[src/rtl/l_shl_responder_if.sv]
// Ready/done handshake bundle for the L_shl basic-op responder.
//   ready    : client request, held with operands stable until done
//   var1     : 32-bit two's complement operand
//   numShift : 16-bit two's complement shift count (negative = shift right)
//   out      : 32-bit result, valid while done=1 and held afterwards
//   done     : one-cycle completion pulse
//   overflow : current or last operation saturated
interface l_shl_responder_if;
  logic        ready;
  logic [31:0] var1;
  logic [15:0] numShift;
  logic [31:0] out;
  logic        done;
  logic        overflow;

  modport master (
    output ready, var1, numShift,
    input  out, done, overflow
  );

  modport slave (
    input  ready, var1, numShift,
    output out, done, overflow
  );
endinterface

[src/rtl/l_shl_responder.sv]
// Sequential G.729 L_shl(L_var1, var2) responder on the shared ready/done
// handshake. Left shifts run one bit per cycle with per-step saturation;
// right shifts (numShift <= 0) complete in one cycle.
//   clk   : system clock, rising edge
//   reset : synchronous, active-high reset
//   bus   : l_shl_responder_if slave (ready/var1/numShift in, out/done/overflow out)
module l_shl_responder #(
  parameter int unsigned MAX_LSHIFT = 32
) (
  input  logic              clk,
  input  logic              reset,
  l_shl_responder_if.slave  bus
);

  localparam int unsigned CNT_W = $clog2(MAX_LSHIFT + 1);

  localparam logic [1:0] S_IDLE  = 2'd0;
  localparam logic [1:0] S_SHIFT = 2'd1;
  localparam logic [1:0] S_DONE  = 2'd2;

  localparam logic signed [31:0] SAT_HI = 32'sh3FFF_FFFF;
  localparam logic signed [31:0] SAT_LO = 32'shC000_0000;

  logic [1:0]         state, state_n;
  logic signed [31:0] acc, acc_n;
  logic [CNT_W-1:0]   cnt, cnt_n;
  logic [31:0]        out_q, out_n;
  logic               ovf_q, ovf_n;
  logic               done_q, done_n;

  logic signed [16:0] rs_amt;
  logic [31:0]        rs_result;
  logic [CNT_W-1:0]   cnt_load;

  // Right-shift result; the 17-bit negation keeps numShift=-32768 positive.
  always_comb begin
    rs_amt = -$signed({bus.numShift[15], bus.numShift});
    if (rs_amt >= 17'sd31) begin
      rs_result = bus.var1[31] ? 32'hFFFF_FFFF : 32'h0000_0000;
    end else begin
      rs_result = 32'($signed(bus.var1) >>> rs_amt[4:0]);
    end
  end

  // Left-shift iteration count, clamped: beyond MAX_LSHIFT the result is fixed.
  always_comb begin
    if (bus.numShift > 16'(MAX_LSHIFT)) begin
      cnt_load = CNT_W'(MAX_LSHIFT);
    end else begin
      cnt_load = CNT_W'(bus.numShift);
    end
  end

  // Next-state and datapath.
  always_comb begin
    state_n = state;
    acc_n   = acc;
    cnt_n   = cnt;
    out_n   = out_q;
    ovf_n   = ovf_q;
    case (state)
      S_IDLE: begin
        if (bus.ready) begin
          ovf_n = 1'b0;
          if ($signed(bus.numShift) <= 16'sd0) begin
            out_n   = rs_result;
            state_n = S_DONE;
          end else begin
            acc_n   = $signed(bus.var1);
            cnt_n   = cnt_load;
            state_n = S_SHIFT;
          end
        end
      end
      S_SHIFT: begin
        if (!bus.ready) begin
          // Client withdrew: abort silently, outputs keep prior values.
          state_n = S_IDLE;
        end else if (acc > SAT_HI) begin
          out_n   = 32'h7FFF_FFFF;
          ovf_n   = 1'b1;
          state_n = S_DONE;
        end else if (acc < SAT_LO) begin
          out_n   = 32'h8000_0000;
          ovf_n   = 1'b1;
          state_n = S_DONE;
        end else begin
          acc_n = acc <<< 1;
          cnt_n = cnt - CNT_W'(1);
          if (cnt == CNT_W'(1)) begin
            out_n   = 32'(acc <<< 1);
            state_n = S_DONE;
          end
        end
      end
      S_DONE: begin
        state_n = S_IDLE;
      end
      default: begin
        state_n = S_IDLE;
      end
    endcase
    done_n = (state_n == S_DONE);
  end

  // State and output registers.
  always_ff @(posedge clk) begin
    if (reset) begin
      state  <= S_IDLE;
      acc    <= '0;
      cnt    <= '0;
      out_q  <= '0;
      ovf_q  <= 1'b0;
      done_q <= 1'b0;
    end else begin
      state  <= state_n;
      acc    <= acc_n;
      cnt    <= cnt_n;
      out_q  <= out_n;
      ovf_q  <= ovf_n;
      done_q <= done_n;
    end
  end

  assign bus.out      = out_q;
  assign bus.done     = done_q;
  assign bus.overflow = ovf_q;

endmodule

[src/flat_wrapper.sv]
// flat-port wrapper written by rule: the top's interface ports become plain ports
module l_shl_responder_flat 
#(
  parameter int unsigned MAX_LSHIFT = 32
)
  (clk, reset, bus_ready, bus_var1, bus_numShift, bus_out, bus_done, bus_overflow);
  l_shl_responder_if bus_i ();
  input  logic clk;
  input  logic reset;
  input wire logic [$bits(bus_i.ready)-1:0] bus_ready;
  input wire logic [$bits(bus_i.var1)-1:0] bus_var1;
  input wire logic [$bits(bus_i.numShift)-1:0] bus_numShift;
  output wire logic [$bits(bus_i.out)-1:0] bus_out;
  output wire logic [$bits(bus_i.done)-1:0] bus_done;
  output wire logic [$bits(bus_i.overflow)-1:0] bus_overflow;
  assign bus_i.ready = bus_ready;
  assign bus_i.var1 = bus_var1;
  assign bus_i.numShift = bus_numShift;
  assign bus_out = bus_i.out;
  assign bus_done = bus_i.done;
  assign bus_overflow = bus_i.overflow;
  l_shl_responder #(.MAX_LSHIFT(MAX_LSHIFT)) u_core (.clk(clk), .reset(reset), .bus(bus_i));
endmodule
[config.mk]
export PLATFORM = sky130hd
export DESIGN_NAME = l_shl_responder_flat
export DESIGN_NICKNAME = d
export VERILOG_FILES = /design/src/rtl/l_shl_responder_if.sv /design/src/rtl/l_shl_responder.sv /design/src/flat_wrapper.sv
export SDC_FILE = /design/constraint.sdc
export NUM_CORES = 1
export LEC_CHECK = 0
export BUFFER_PORTS_ARGS = -buffer_cell sky130_fd_sc_hd__buf_2
export CAP_MARGIN = 20
export CORE_ASPECT_RATIO = 0.6
export CORE_MARGIN = 8
export CORE_UTILIZATION = 62
export DETAILED_ROUTE_END_ITERATION = 8
export PLACE_DENSITY = 0.89
export REMOVE_ABC_BUFFERS = 1
export SYNTH_ARGS = -nofsm -noshare
export SYNTH_HDL_FRONTEND = slang
export SYNTH_SLANG_ARGS = --single-unit
[constraint.sdc]
create_clock -name clk -period 12.7 [get_ports clk]
set_input_delay 3.81 -clock clk [delete_from_list [all_inputs] [get_ports clk]]
set_output_delay 3.81 -clock clk [all_outputs]
set_load 0.01 [all_outputs]
==> flow_summary_export.csv <==
group,metric,value,unit
detailed_routing,via_per_inst,7.02,
global_route,grt_antenna_before_repair,0,
synth,netlist_top_cells_area,"dfxtp_1, mux4_2, nand2_1",
die,rows,26,
global_route,track_usage,28.9,%
clock_tree,clockBufferDepth,2,
synth,synth_top_flop_cell,"dfxtp_1",
timing,clock.fmax,0.139,GHz
synth,postSynthAreaPerCell,8.23,sq um
timing,fin_skew,0.00417,ns
cells_and_area,layout-drive-gt1-share,23.3,%
global_route,grt_pass1_vias,5263,
timing,relSlewSlack,33.7,%
die,start_util,63.3,%
synth,seq_area_frac_synth,27.7,%
detailed_routing,drcViolationCount,0,
power,seqPwrFrac,35.4,%
die,core_area,8460,sq um
clock_tree,cts_sinks,74,
cells_and_area,multiInputGateArea,3620,sq um
placement,dp_hpwl,12100,um
clock_tree,cts_tree,"built",
synth,synth.top_cell.area_share,27.7,%
hold_path,holdCritPathClass,"flop to flop",
timing,worst-slew-pin-transition,0.992,ns
global_route,grt_overflow_total,0,
setup_path,critPathMaxFanout,39,
timing,worst_slack,5.51,ns
power,combPwrFrac,29.2,%
setup_path,start_kind,"primary input",
synth,postSynthCellCount,651,
outcome,status,"finished, final reports clean",
clock_tree,cts_buffers,9,
timing,setup_viol,0,
detailed_routing,detail-route-antenna-nets,0,
setup_path,required,12.88,ns
synth,async_reset_ff_share,0,%
cells_and_area,nFillCells,682,
power,switching_power,0.000252,W
timing,rsz0062_at_grt,"no",
global_route,grt_max_degree,75,
detailed_routing,routed_wl,17600,um
synth,synth_warnings,0,
die,io_pins,85,
timing,fin_crit,7.19,ns
clock_tree,ctsResizeCount,0,
clock_tree,cts_root_buf,"clkbuf_16",
detailed_routing,dr.pass1.iters,6,
die,die_w,136,um
synth,syn-cell-area,5360,sq um
setup_path,crit_path_end_kind,"flop",
setup_path,arrival,7.37,ns
power,peakVddDrop,0.0704,mV
clock_tree,cts_max_level,3,
synth,synth_edf_count,0,
detailed_routing,via_count,5705,
synth,synth.distinct_cells,64,
placement,pre_cts_ws,5.29,ns
clock_tree,ctsHoldBuffers,0,
cells_and_area,fin_nets,754,
die,die_area,12000,sq um
placement,routabilityCongestion,0.971,
power,p_clk_share,35.4,%
power,powerDensity,125,nW/um^2
power,p_leak,2.36,nW
global_route,grt_pass1_wl,27400,um
detailed_routing,avgRoutedWirePerCell,21.6,um
clock_tree,cts.clk_slew.worst_paths,0.06,ns
detailed_routing,drt_first_iter_violations,875,
cells_and_area,antenna_cells,0,
power,finalPower,0.000762,W
placement,io_buffers,84,
clock_tree,clk-insertion-delay-late,0.34,ns
timing,hold_viol,0,
die,die_y,88.0,um
timing,period_share,56.6,%
timing,maxSlewViolCount,0,
power,swShare,33.1,%
power,p_int,0.000510,W
clock_tree,postCtsSetupBuffers,0,
cells_and_area,area_growth,13.9,%
run,maxCapViolCount,0,
synth,ys_ff_latch,74,
setup_path,critPathKind,"primary input to flop",
cells_and_area,regArea,1480,sq um
timing,fin_tns_setup,0,ns
synth,synth_top_area_cell,"dfxtp_1",
power by group through the flow:
stage / Sequential (W) / Clock (W) / Combinational (W)
2_1_floorplan: 0.000275 / 0 / 0.000133
3_3_place_gp: 0.000273 / 0 / 0.000210
3_5_place_dp: 0.000274 / 0 / 0.000215
4_1_cts: 0.000269 / 0.000271 / 0.000217
5_1_grt: 0.000272 / 0.000281 / 0.000239
6_report: 0.000270 / 0.000270 / 0.000223
stage by stage:
stage,util [%],hold WS (ns),cells,instance area (sq um)
global placement,68.4,0.474,798,5790
global route,72.1,0.508,813,6100
CTS,72.0,0.491,812,6090
floorplan,-,0.454,590,5100
finish,72.1,0.487,813,6100
detailed placement,68.4,0.481,798,5790
Yosys cell counts, types with 6 or more instances:
cell,number
a211oi_1,29
a21oi_1,38
a22oi_1,8
a311oi_1,37
a32oi_1,11
buf_2,10
clkbuf_1,45
dfxtp_1,74
inv_1,9
mux2_2,6
mux2i_1,22
mux4_2,29
nand2_1,101
nand2b_1,6
nand3_1,6
nor2_1,92
nor3_1,14
o21a_1,6
o21ai_0,23
layer usage:
layer  up-vias  routed length, um  GRT usage (%)
met5         -                  0              0
met2       412               7670           44.3
met1      2727               7310           38.6
met4         0                272           7.63
met3        32               2310           9.11
li1       2534                  -              -
worst max-delay path, cell delays in order:
cell and delay, ns:
buf_2 0.10, buf_4 0.31, inv_1 0.13, ha_1 0.36, nor3b_1 0.45, xor2_1 0.71, o21ai_1 0.23, o32ai_4 0.62
o21ba_2 0.46, a311oi_1 0.16
worst paths after layout:
check             startpoint            endpoint  slack, ns  depth (start not counted)
min reg2reg    u_core.acc[0]       u_core.acc[0]       0.49                          2
min            u_core.acc[0]       u_core.acc[0]       0.49                          2
max          bus_numShift[0]  u_core.bus.out[18]       5.51                         10
max reg2reg  u_core.state[1]       u_core.cnt[3]       9.12                          9
cell families after synthesis:
logic type      Yosys count  share of synthesized area, %
mux                      58                          17.8
buf+inv                  70                          5.42
flops                    74                          27.7
fa+ha+maj                 5                          1.17
simple gates            249                          21.1
xor+xnor                  8                          1.31
compound gates          187                          25.5
layout make-up:
cell class	count	area share (%)
clock buffer	9	3.69
clock inverter	5	1.33
inverter	9	0.554
sequential	74	24.3
tap	112	2.30
timing repair buffer	97	8.49
multi-input combinational	507	59.4
flip-flops by register name (all words and copies together) (netlist names):
register             flops
u_core.acc              32
u_core.bus.done          1
u_core.bus.out          32
u_core.bus.overflow      1
u_core.cnt               6
u_core.state             2
cells in the final DEF (no fill, tap or decap), drive strengths merged, types with 8 or more instances in the layout:
cell | Yosys | routed
a211oi | 30 | 30
a21oi | 38 | 38
a22oi | 8 | 8
a311oi | 37 | 37
a32oi | 11 | 11
buf | 16 | 97
clkbuf | 45 | 9
dfxtp | 74 | 74
inv | 9 | 9
mux2i | 22 | 22
mux4 | 29 | 29
nand2 | 101 | 101
nor2 | 92 | 92
nor3 | 15 | 15
o21ai | 24 | 24
Note: power is estimated with default switching activity, not from simulation.
